## src/rtl/evm_vote_scheduler_pkg.sv

```systemverilog
// Shared types and helpers for the voting machine ballot controller.
// Holds the FSM state encoding, the tally width/limit and a one-hot check
// used to qualify candidate button presses.
package evm_pkg;

  // Ballot controller phases
  typedef enum logic [1:0] {
    ST_IDLE    = 2'd0,
    ST_ARMED   = 2'd1,
    ST_LOCK    = 2'd2,
    ST_RELEASE = 2'd3
  } state_t;

  // Tallies match the 3-bit input of the shared segment decoder
  localparam int TALLY_W = 3;
  localparam logic [TALLY_W-1:0] TALLY_MAX = 3'd7;

  // Widest candidate vector the one-hot helper accepts
  localparam int MAX_CAND = 8;
  localparam logic [MAX_CAND-1:0] ONE_V = {{(MAX_CAND-1){1'b0}}, 1'b1};

  // True when exactly one bit of v is set
  function automatic logic is_one_hot(input logic [MAX_CAND-1:0] v);
    logic [MAX_CAND-1:0] lower;
    lower = v - ONE_V;
    return (v != '0) && ((v & lower) == '0);
  endfunction

endpackage

```

## src/rtl/evm_vote_scheduler_if.sv

```systemverilog
// Bus between the officer panel / display and the ballot controller.
// The master side drives the panel inputs; the slave side is the controller.
interface evm_vote_scheduler_if #(
  parameter int NUM_CAND = 4
);
  import evm_pkg::*;

  logic                ballot_en;
  logic [NUM_CAND-1:0] cand_btn;
  logic                clear_all;
  logic [TALLY_W-1:0]  seg_count;
  logic [NUM_CAND-1:0] digit_en;
  logic                armed;
  logic                vote_ack;
  logic [NUM_CAND-1:0] overflow;

  modport master (
    output ballot_en, cand_btn, clear_all,
    input  seg_count, digit_en, armed, vote_ack, overflow
  );

  modport slave (
    input  ballot_en, cand_btn, clear_all,
    output seg_count, digit_en, armed, vote_ack, overflow
  );

endinterface

```

## src/rtl/evm_display_scan.sv

```systemverilog
// Display scanner: holds each digit for SCAN_DIV cycles and walks the
// digit index round-robin over all candidates. Runs freely, independent of
// the ballot FSM, so the display keeps refreshing during every phase.
module evm_display_scan #(
  parameter int NUM_CAND = 4,
  parameter int SCAN_DIV = 16,
  localparam int IDX_W   = (NUM_CAND > 1) ? $clog2(NUM_CAND) : 1
) (
  input  logic                clk,
  input  logic                rst_n,
  output logic [IDX_W-1:0]    scan_idx,
  output logic [NUM_CAND-1:0] digit_en
);

  localparam int PRE_W = (SCAN_DIV > 1) ? $clog2(SCAN_DIV) : 1;
  localparam logic [PRE_W-1:0] PRE_LAST = PRE_W'(SCAN_DIV - 1);
  localparam logic [IDX_W-1:0] IDX_LAST = IDX_W'(NUM_CAND - 1);

  logic [PRE_W-1:0] presc;

  // Prescaler wraps at SCAN_DIV-1 and steps the digit index on each wrap
  always_ff @(posedge clk or negedge rst_n) begin
    if (!rst_n) begin
      presc    <= '0;
      scan_idx <= '0;
    end else if (presc == PRE_LAST) begin
      presc    <= '0;
      scan_idx <= (scan_idx == IDX_LAST) ? '0 : scan_idx + IDX_W'(1);
    end else begin
      presc <= presc + PRE_W'(1);
    end
  end

  // One-hot digit enable decoded straight from the registered index
  always_comb begin
    digit_en = '0;
    for (int i = 0; i < NUM_CAND; i++) begin
      digit_en[i] = (scan_idx == IDX_W'(i));
    end
  end

endmodule

```

## src/rtl/evm_vote_scheduler.sv

```systemverilog
// Ballot controller for the FPGA voting machine. An officer arms one vote,
// the voter presses exactly one candidate button, the matching 3-bit tally
// saturates at 7 (flagging overflow), and a lockout plus release wait stop a
// held button from voting twice. One external segment decoder is shared by
// all digits through the scan index driving seg_count and digit_en.
module evm_vote_scheduler
  import evm_pkg::*;
#(
  parameter int NUM_CAND    = 4,
  parameter int SCAN_DIV    = 16,
  parameter int LOCK_CYCLES = 8
) (
  input  logic                 clk,
  input  logic                 rst_n,
  evm_vote_scheduler_if.slave  bus
);

  localparam int IDX_W = (NUM_CAND > 1) ? $clog2(NUM_CAND) : 1;
  localparam int LCK_W = $clog2(LOCK_CYCLES + 1);
  localparam logic [LCK_W-1:0] LCK_LOAD = LCK_W'(LOCK_CYCLES - 1);

  state_t              state;
  logic [LCK_W-1:0]    lock_cnt;
  logic [TALLY_W-1:0]  tally [NUM_CAND];
  logic [NUM_CAND-1:0] overflow_q;
  logic                vote_ack_q;
  logic                armed_q;
  logic                btn_valid;
  logic [IDX_W-1:0]    scan_idx;
  logic [NUM_CAND-1:0] digit_en;
  logic [TALLY_W-1:0]  seg_count;

  assign btn_valid = is_one_hot(MAX_CAND'(bus.cand_btn));

  // Free-running digit scanner shared by every tally
  evm_display_scan #(
    .NUM_CAND (NUM_CAND),
    .SCAN_DIV (SCAN_DIV)
  ) u_scan (
    .clk      (clk),
    .rst_n    (rst_n),
    .scan_idx (scan_idx),
    .digit_en (digit_en)
  );

  // Ballot FSM with tally storage, lockout counter and registered flags
  always_ff @(posedge clk or negedge rst_n) begin
    if (!rst_n) begin
      state      <= ST_IDLE;
      lock_cnt   <= '0;
      overflow_q <= '0;
      vote_ack_q <= 1'b0;
      armed_q    <= 1'b0;
      for (int i = 0; i < NUM_CAND; i++) begin
        tally[i] <= '0;
      end
    end else begin
      vote_ack_q <= 1'b0;
      case (state)
        ST_IDLE: begin
          if (bus.clear_all) begin
            overflow_q <= '0;
            for (int i = 0; i < NUM_CAND; i++) begin
              tally[i] <= '0;
            end
          end else if (bus.ballot_en) begin
            state   <= ST_ARMED;
            armed_q <= 1'b1;
          end
        end
        ST_ARMED: begin
          if (btn_valid) begin
            for (int i = 0; i < NUM_CAND; i++) begin
              if (bus.cand_btn[i]) begin
                if (tally[i] == TALLY_MAX) begin
                  overflow_q[i] <= 1'b1;
                end else begin
                  tally[i] <= tally[i] + TALLY_W'(1);
                end
              end
            end
            vote_ack_q <= 1'b1;
            armed_q    <= 1'b0;
            lock_cnt   <= LCK_LOAD;
            state      <= ST_LOCK;
          end
        end
        ST_LOCK: begin
          if (lock_cnt == '0) begin
            state <= ST_RELEASE;
          end else begin
            lock_cnt <= lock_cnt - LCK_W'(1);
          end
        end
        ST_RELEASE: begin
          if (bus.cand_btn == '0) begin
            state <= ST_IDLE;
          end
        end
        default: begin
          state   <= ST_IDLE;
          armed_q <= 1'b0;
        end
      endcase
    end
  end

  // Select the tally of the digit currently being scanned
  always_comb begin
    seg_count = '0;
    for (int i = 0; i < NUM_CAND; i++) begin
      if (scan_idx == IDX_W'(i)) begin
        seg_count = tally[i];
      end
    end
  end

  assign bus.seg_count = seg_count;
  assign bus.digit_en  = digit_en;
  assign bus.armed     = armed_q;
  assign bus.vote_ack  = vote_ack_q;
  assign bus.overflow  = overflow_q;

endmodule

```

## src/flat_wrapper.sv

```systemverilog
// flat-port wrapper written by rule: the top's interface ports become plain ports
module evm_vote_scheduler_flat import evm_pkg::*;
#(
  parameter int NUM_CAND    = 4,
  parameter int SCAN_DIV    = 16,
  parameter int LOCK_CYCLES = 8
)
  (clk, rst_n, bus_ballot_en, bus_cand_btn, bus_clear_all, bus_seg_count, bus_digit_en, bus_armed, bus_vote_ack, bus_overflow);
  evm_vote_scheduler_if #(.NUM_CAND(NUM_CAND)) bus_i ();
  input  logic clk;
  input  logic rst_n;
  input wire logic [$bits(bus_i.ballot_en)-1:0] bus_ballot_en;
  input wire logic [$bits(bus_i.cand_btn)-1:0] bus_cand_btn;
  input wire logic [$bits(bus_i.clear_all)-1:0] bus_clear_all;
  output wire logic [$bits(bus_i.seg_count)-1:0] bus_seg_count;
  output wire logic [$bits(bus_i.digit_en)-1:0] bus_digit_en;
  output wire logic [$bits(bus_i.armed)-1:0] bus_armed;
  output wire logic [$bits(bus_i.vote_ack)-1:0] bus_vote_ack;
  output wire logic [$bits(bus_i.overflow)-1:0] bus_overflow;
  assign bus_i.ballot_en = bus_ballot_en;
  assign bus_i.cand_btn = bus_cand_btn;
  assign bus_i.clear_all = bus_clear_all;
  assign bus_seg_count = bus_i.seg_count;
  assign bus_digit_en = bus_i.digit_en;
  assign bus_armed = bus_i.armed;
  assign bus_vote_ack = bus_i.vote_ack;
  assign bus_overflow = bus_i.overflow;
  evm_vote_scheduler #(.NUM_CAND(NUM_CAND), .SCAN_DIV(SCAN_DIV), .LOCK_CYCLES(LOCK_CYCLES)) u_core (.clk(clk), .rst_n(rst_n), .bus(bus_i));
endmodule
```

## config.mk

```make
export PLATFORM = sky130hd
export DESIGN_NAME = evm_vote_scheduler_flat
export DESIGN_NICKNAME = d
export VERILOG_FILES = /design/src/rtl/evm_vote_scheduler_pkg.sv /design/src/rtl/evm_vote_scheduler_if.sv /design/src/rtl/evm_display_scan.sv /design/src/rtl/evm_vote_scheduler.sv /design/src/flat_wrapper.sv
export SDC_FILE = /design/constraint.sdc
export NUM_CORES = 1
export LEC_CHECK = 0
export CAP_MARGIN = 20
export CORE_MARGIN = 8
export CORE_UTILIZATION = 30
export DETAILED_ROUTE_END_ITERATION = 7
export PLACE_DENSITY_LB_ADDON = 0.12
export SYNTH_ARGS = -nofsm -noshare
export SYNTH_HDL_FRONTEND = slang
export SYNTH_SLANG_ARGS = --single-unit
```

## constraint.sdc

```tcl
create_clock -name clk -period 5 [get_ports clk]
set_input_delay 1 -clock clk [delete_from_list [all_inputs] [get_ports clk]]
set_output_delay 1 -clock clk [all_outputs]
set_load 0.005 [all_outputs]
```

==> flow_metrics.py, run 1 <==
metrics = {
    "floorplan": {
        "dieArea_um2": 8700,
        "dieHeight_um": 93.3,
        "design.core.area_um2": 5850,
        "num_io_pins": 21,
        "rows": 28,
        "die-width_um": 93.3,
        "start_util_pct": 30.6,
    },
    "timing": {
        "period_share_pct": 61.9,
        "fmax_ghz": 0.323,
        "worst_pin_slew_ns": 0.577,
        "slew_headroom_pct": 61.5,
        "fin_setup_tns_ns": 0,
        "finalWorstSetupSlack_ns": 1.91,
        "layout_min_cycle_time_ns": 3.09,
        "setup_viol": 0,
        "maxSlewViolCount": 0,
        "rsz0062_at_grt": "no",
        "finalClockSkew_ns": 0.00552,
        "finalHoldViolCount": 0,
    },
    "cts": {
        "numCtsBuffers": 5,
        "cts_hold_buffers": 0,
        "insertion_delay_ns": 0.28,
        "clk_pin_slew_ns": 0.06,
        "clkSinkCount": 30,
        "cts_tree": "built",
        "ctsRootBufferMaster": "clkbuf_8",
        "post_cts_buffers": 0,
        "clk_path_buf_depth": 2,
        "h-tree-depth": 2,
        "post_cts_resized": 0,
    },
    "global_routing": {
        "grt_pass1_wl_um": 7190,
        "antenna_found_initial": 0,
        "grtUsageTotal_pct": 10.6,
        "grt_pass1_vias": 1458,
        "grt_max_degree": 31,
        "overflow": 0,
    },
    "critical_path": {
        "r2r-start": "u_core.state[1]",
        "arrival_ns": 2.09,
        "end_kind": "output pin",
        "path_class": "reg -> out",
        "worstPathMaxFanout": 6,
        "worstSetupStartpointType": "register",
        "reg2regPathDepth": 6,
        "required_ns": 4.00,
        "crit_start": "u_core.u_scan.scan_idx[1]",
    },
    "min_path": {
        "hold_path_class": "reg -> reg",
        "worstHoldStart": "u_core.u_scan.presc[0]",
        "whs_path_depth": 1,
    },
    "layout": {
        "final-seq-area_um2": 751,
        "fill_cells": 576,
        "nets": 221,
        "diodes": 0,
        "drive_gt1_share_pct": 8.25,
        "syn2layout_area_growth_pct": 19.6,
        "multiInputGateArea_um2": 970,
    },
    "routing": {
        "drc": 0,
        "firstDrtPassIters": 4,
        "via_count": 1409,
        "wire_per_inst_um": 15.9,
        "antenna_left": 0,
        "drtIter0Drc": 88,
        "vias_per_cell": 5.24,
        "wl_um": 4280,
    },
    "power_and_ir_drop": {
        "pwr_density_cell_nw_per_um2": 424,
        "peakVddDrop_mv": 0.163,
        "p_total_w": 0.000907,
        "leakage_nw": 0.969,
    },
    "logic_synthesis": {
        "ys_ff_latch": 30,
        "synthesis.area_um2": 1790,
        "synth_nets": 198,
        "synthDistinctLibCells": 44,
        "synth_cells": 172,
        "yosysSeqAreaShare_pct": 41.9,
        "avgSynthCellArea_um2": 10.4,
        "synth_warnings": 0,
    },
    "job": {
        "maxCapViolCount": 0,
    },
    "placed_design": {
        "io_buffers": 20,
        "dp_slack_ns": 2.09,
        "dp.final_hpwl_um": 3250,
        "place_congestion": 0.784,
    },
    "status": {
        "outcome": "complete, no violations",
    },
}
-- Yosys cell counts, drive strengths merged --
cell	instances	share of area, %
nor3b	2	1.1
clkbuf	1	0.21
a31oi	3	1.0
nand3	4	1.1
a21oi	6	1.7
o2bb2ai	2	0.98
a221oi	3	1.5
mux2i	3	1.7
a22o	4	2.0
a2111o	1	0.70
nand4	1	0.35
and3	1	0.35
nor3	6	1.7
nand2b	3	1.0
a21o	1	0.42
nor2	12	2.5
nand3b	1	0.42
o21ai	8	2.9
a31o	1	0.49
a211oi	1	0.42
a221o	1	0.56
a211o	1	0.56
nor4b	2	0.98
ha	18	13
xor2	2	0.98
nor2b	4	1.4
mux2	2	1.3
or2b	2	0.84
nand2	10	2.1
buf	4	1.7
a32o	8	4.5
and2	1	0.49
o31ai	6	2.5
or2	2	0.70
a41oi	4	2.0
inv	10	2.1
xnor2	1	0.49
dfrtp	30	42
-- final cells by class --
type	instances	area share, %
well taps	75	4.38
inverters	10	1.75
multi-input cells	127	45.3
clock buffers	6	3.86
flip-flops and latches	30	35.0
repair buffers	21	9.70
-- sequential cells by signal, summed over array words and instances (netlist names) --
signal and count:
u_core.lock_cnt 4, u_core.tally 12, u_core.u_scan.scan_idx 2, u_core.bus.armed 1, u_core.bus.overflow 4, u_core.bus.vote_ack 1, u_core.u_scan.presc 4, u_core.state 2
-- worst paths after layout --
kind                                     endpoint  slack (ns)
setup / recovery                 bus_seg_count[1]        1.91
hold / removal             u_core.u_scan.presc[0]        0.50
setup reg to reg                  u_core.state[1]        2.71
hold reg to reg            u_core.u_scan.presc[0]        0.50
max in group asynchronous         u_core.tally[0]        3.60
min in group asynchronous  u_core.bus.overflow[3]        1.11
-- power by group --
group          total, W  switching, W  leakage [nW]  internal (W)
clock network  0.000195     0.0000894        0.0431      0.000106
registers      0.000348     0.0000555         0.385      0.000293
logic          0.000364      0.000209         0.541      0.000155
-- kinds of logic after synthesis --
logic type      Yosys count  share of synthesized area (%)
compound gates           50                           22.1
xor+xnor                  3                           1.47
fa+ha+maj                18                           12.6
buf+inv                  15                           3.98
flops                    30                           41.9
mux                       5                           2.93
simple gates             51                           15.1
-- through the flow --
| step | cells | area, µm² | util, % | hold WS (ns) |
|---|---|---|---|---|
| floorplan | 172 | 1790 | - | 0.449 |
| global placement | 263 | 2060 | 35.2 | 0.464 |
| detailed placement | 263 | 2060 | 35.2 | 0.486 |
| CTS | 269 | 2140 | 36.6 | 0.504 |
| global route | 269 | 2140 | 36.6 | 0.523 |
| finish | 269 | 2140 | 36.6 | 0.502 |
-- cells in the final DEF (no fill, tap or decap), types with 3 or more instances in the layout --
cell,Yosys,routed
nor3_1,6,6
a41oi_1,4,4
mux2i_1,3,3
inv_1,10,10
nor2_1,12,12
dfrtp_1,30,30
ha_1,18,18
nand2_1,10,10
a221oi_1,3,3
o31ai_1,6,6
clkdlybuf4s50_1,0,20
nand3_1,4,4
a31oi_1,3,3
a22o_1,4,4
nand2b_1,3,3
a32o_1,8,8
clkbuf_8,0,6
o21ai_0,6,6
nor2b_1,4,4
a21oi_1,6,6
-- layer usage --
metal | wire [µm] | vias to the layer above | track usage, % | part of all wire (%)
met1 | 1840 | 694 | 12.1 | 43
met5 | 0 | - | 0 | 0
met2 | 2240 | 14 | 17.9 | 52
met4 | 75 | 0 | 5.10 | 1.8
li1 | - | 696 | - | -
met3 | 118 | 5 | 2.88 | 2.8
-- worst max-delay path: stages (launching register included) --
cell and delay [ns]:
dfrtp_1 0.39, inv_1 0.08, ha_1 0.24, nand3b_1 0.18, a21oi_1 0.15, a21oi_1 0.06
o21ai_0 0.18, clkdlybuf4s50_1 0.53
No activity file was read; power rests on OpenSTA's default activity.
==> run 2: changes to the inputs <==
==> constraint.sdc (replaced) <==
create_clock -name clk -period 2.6 [get_ports clk]
set_input_delay 0.52 -clock clk [delete_from_list [all_inputs] [get_ports clk]]
set_output_delay 0.52 -clock clk [all_outputs]
set_load 0.005 [all_outputs]
==> run 2 against run 1 <==
Compared with the run above:
- cell count rose by 3.0%
- sequential power rose by 92%
- global-route usage rose by 0.21 points
- die area did not move
- first-iteration DRC count fell by 76%
- count of clock-buffer cells in the layout rose by 1
- critical path depth fell by 1
- combinational power rose by 97%
- via count rose by 0.92%
- setup slack got worse by 1.6 ns
- cell area rose by 2.9%
- critical path type unchanged
- largest cell class unchanged
==> flow_metrics.py, run 2 (synthesized netlist as in run 1, its figures left out) <==
metrics = {
    "layout": {
        "final-seq-area_um2": 751,
        "largest_reg_flops": 12,
        "multiInputGateArea_um2": 978,
        "syn2layout_area_growth_pct": 23.0,
        "drive_gt1_share_pct": 12.9,
        "top_register": "u_core.tally",
        "fill_cells": 576,
        "diodes": 0,
        "nets": 227,
        "layout_commonest_cell": "dfrtp_1",
        "final_cell_mix": "dfrtp_1, clkdlybuf4s50_1, ha_1",
    },
    "floorplan": {
        "die-width_um": 93.3,
        "start_util_pct": 30.6,
        "design.core.area_um2": 5850,
        "rows": 28,
        "dieArea_um2": 8700,
        "dieHeight_um": 93.3,
        "num_io_pins": 21,
    },
    "power_and_ir_drop": {
        "p_int_w": 0.00109,
        "pwr_density_cell_nw_per_um2": 802,
        "net-switching-power_w": 0.000676,
        "leakage_nw": 1.02,
        "pwr-share-clk_pct": 21.6,
        "p_total_w": 0.00177,
        "p_sw_share_pct": 38.2,
        "combPwrFrac_pct": 40.6,
        "pwr-share-seq_pct": 37.8,
        "peakVddDrop_mv": 0.318,
    },
    "critical_path": {
        "path_class": "reg -> out",
        "worstSetupStartpointType": "register",
        "required_ns": 2.08,
        "reg2regPathDepth": 6,
        "endpoint": "bus_seg_count[2]",
        "crit_start": "u_core.u_scan.scan_idx[0]",
        "worstPathMaxFanout": 3,
        "r2r-start": "u_core.state[1]",
        "arrival_ns": 1.80,
        "r2r_end": "u_core.state[1]",
        "end_kind": "output pin",
        "r2r_slack_ns": 0.64,
    },
    "routing": {
        "wl_met2_um": 2260,
        "wire_per_inst_um": 15.7,
        "met3_length_um": 132,
        "routed.top_layer": "met4",
        "antenna_left": 0,
        "firstDrtPassIters": 4,
        "drc": 0,
        "via_count": 1422,
        "drtIter0Drc": 21,
        "drt-met1-wl_um": 1860,
        "wl_um": 4340,
        "vias_per_cell": 5.13,
    },
    "job": {
        "maxCapViolCount": 0,
    },
    "timing": {
        "maxSlewViolCount": 0,
        "fmax_ghz": 0.431,
        "slew_headroom_pct": 74.2,
        "fin_setup_tns_ns": 0,
        "finalHoldViolCount": 0,
        "rsz0062_at_grt": "no",
        "period_share_pct": 89.3,
        "setup_viol": 0,
        "layout_min_cycle_time_ns": 2.32,
        "finalClockSkew_ns": 0.00212,
        "worst_pin_slew_ns": 0.382,
    },
    "cts": {
        "ctsRootBufferMaster": "clkbuf_8",
        "insertion_delay_ns": 0.28,
        "clk_path_buf_depth": 2,
        "clkSinkCount": 30,
        "cts_tree": "built",
        "numCtsBuffers": 5,
        "h-tree-depth": 2,
        "clk_pin_slew_ns": 0.06,
    },
    "global_routing": {
        "antenna_found_initial": 0,
        "grt_max_degree": 31,
        "overflow": 0,
        "grtUsageTotal_pct": 10.8,
        "grt_pass1_vias": 1489,
        "grt_pass1_wl_um": 7320,
    },
    "status": {
        "outcome": "complete, no violations",
    },
    "placed_design": {
        "dp.final_hpwl_um": 3300,
        "place_congestion": 0.822,
        "io_buffers": 20,
    },
    "min_path": {
        "hold_path_class": "reg -> reg",
        "whs_path_depth": 1,
    },
}
## run 2: worst min path at each step
stage | from | to | slack [ns]
global route | u_core.u_scan.presc[0] | u_core.u_scan.presc[0] | 0.51
CTS | u_core.u_scan.presc[0] | u_core.u_scan.presc[0] | 0.50
global placement | u_core.u_scan.presc[0] | u_core.u_scan.presc[0] | 0.46
detailed placement | u_core.u_scan.presc[0] | u_core.u_scan.presc[0] | 0.48
finish | u_core.u_scan.presc[0] | u_core.u_scan.presc[0] | 0.50
floorplan | rst_n | u_core.bus.armed | 0.22
## run 2: power by group through the flow
stage | Clock [W] | Combinational [W] | Sequential (W)
after floorplan | 0 | 0.000542 | 0.000639
after global placement | 0 | 0.000705 | 0.000672
after detailed placement | 0 | 0.000734 | 0.000676
after CTS | 0.000402 | 0.000731 | 0.000668
after global routing | 0.000427 | 0.000815 | 0.000684
final | 0.000382 | 0.000718 | 0.000668
## run 2: critical path, stage by stage (launching register included)
cell           delay (ns)
dfrtp_1              0.40
inv_1                0.09
ha_2                 0.19
nor2b_1              0.17
a221oi_1             0.11
o31ai_1              0.28
dlygate4sd2_1        0.28
## run 2: metrics by stage
step / cells / cell area, µm² / hold slack (ns) / utilization [%] / worst slack [ns]
after detailed placement: 266 / 2080 / 0.483 / 35.6 / 0.179
after global placement: 266 / 2080 / 0.463 / 35.6 / 0.233
after global routing: 277 / 2200 / 0.513 / 37.7 / 0.110
after CTS: 274 / 2170 / 0.501 / 37.1 / 0.0540
after floorplan: 172 / 1790 / 0.224 / - / 0.727
final: 277 / 2200 / 0.498 / 37.7 / 0.279
## run 2: area by class of cell
class / count / share of cell area (%)
Timing Repair Buffer: 27 / 11.5
Clock inverter: 1 / 0.227
Tap cell: 75 / 4.26
Multi-Input combinational cell: 127 / 44.4
Clock buffer: 7 / 3.92
Sequential cell: 30 / 34.1
Inverter: 10 / 1.70
## run 2: routing by layer
layer	global-route usage [%]	vias to the layer above
li1	-	701
met1	12.3	698
met2	18.2	15
met3	3.21	8
met4	4.97	0
met5	0	-
## run 2: timing repair
action                                  4_1_cts  5_1_grt
endpoints found under the setup margin        3        1
buffers inserted                              0        3
pin swaps                                     2        0
gates resized for setup                       4        3
hold buffers                                  0        0
==> run 3: changes to the inputs <==
--- a/config.mk
+++ b/config.mk
@@ -5,6 +5,7 @@
 export SDC_FILE = /design/constraint.sdc
 export NUM_CORES = 1
 export LEC_CHECK = 0
+export ABC_CLOCK_PERIOD_IN_PS = 2600
 export CAP_MARGIN = 20
 export CORE_MARGIN = 8
 export CORE_UTILIZATION = 30
==> results of run 3 <==
No change in the layout: final DEF, timing and power equal those of run 2.
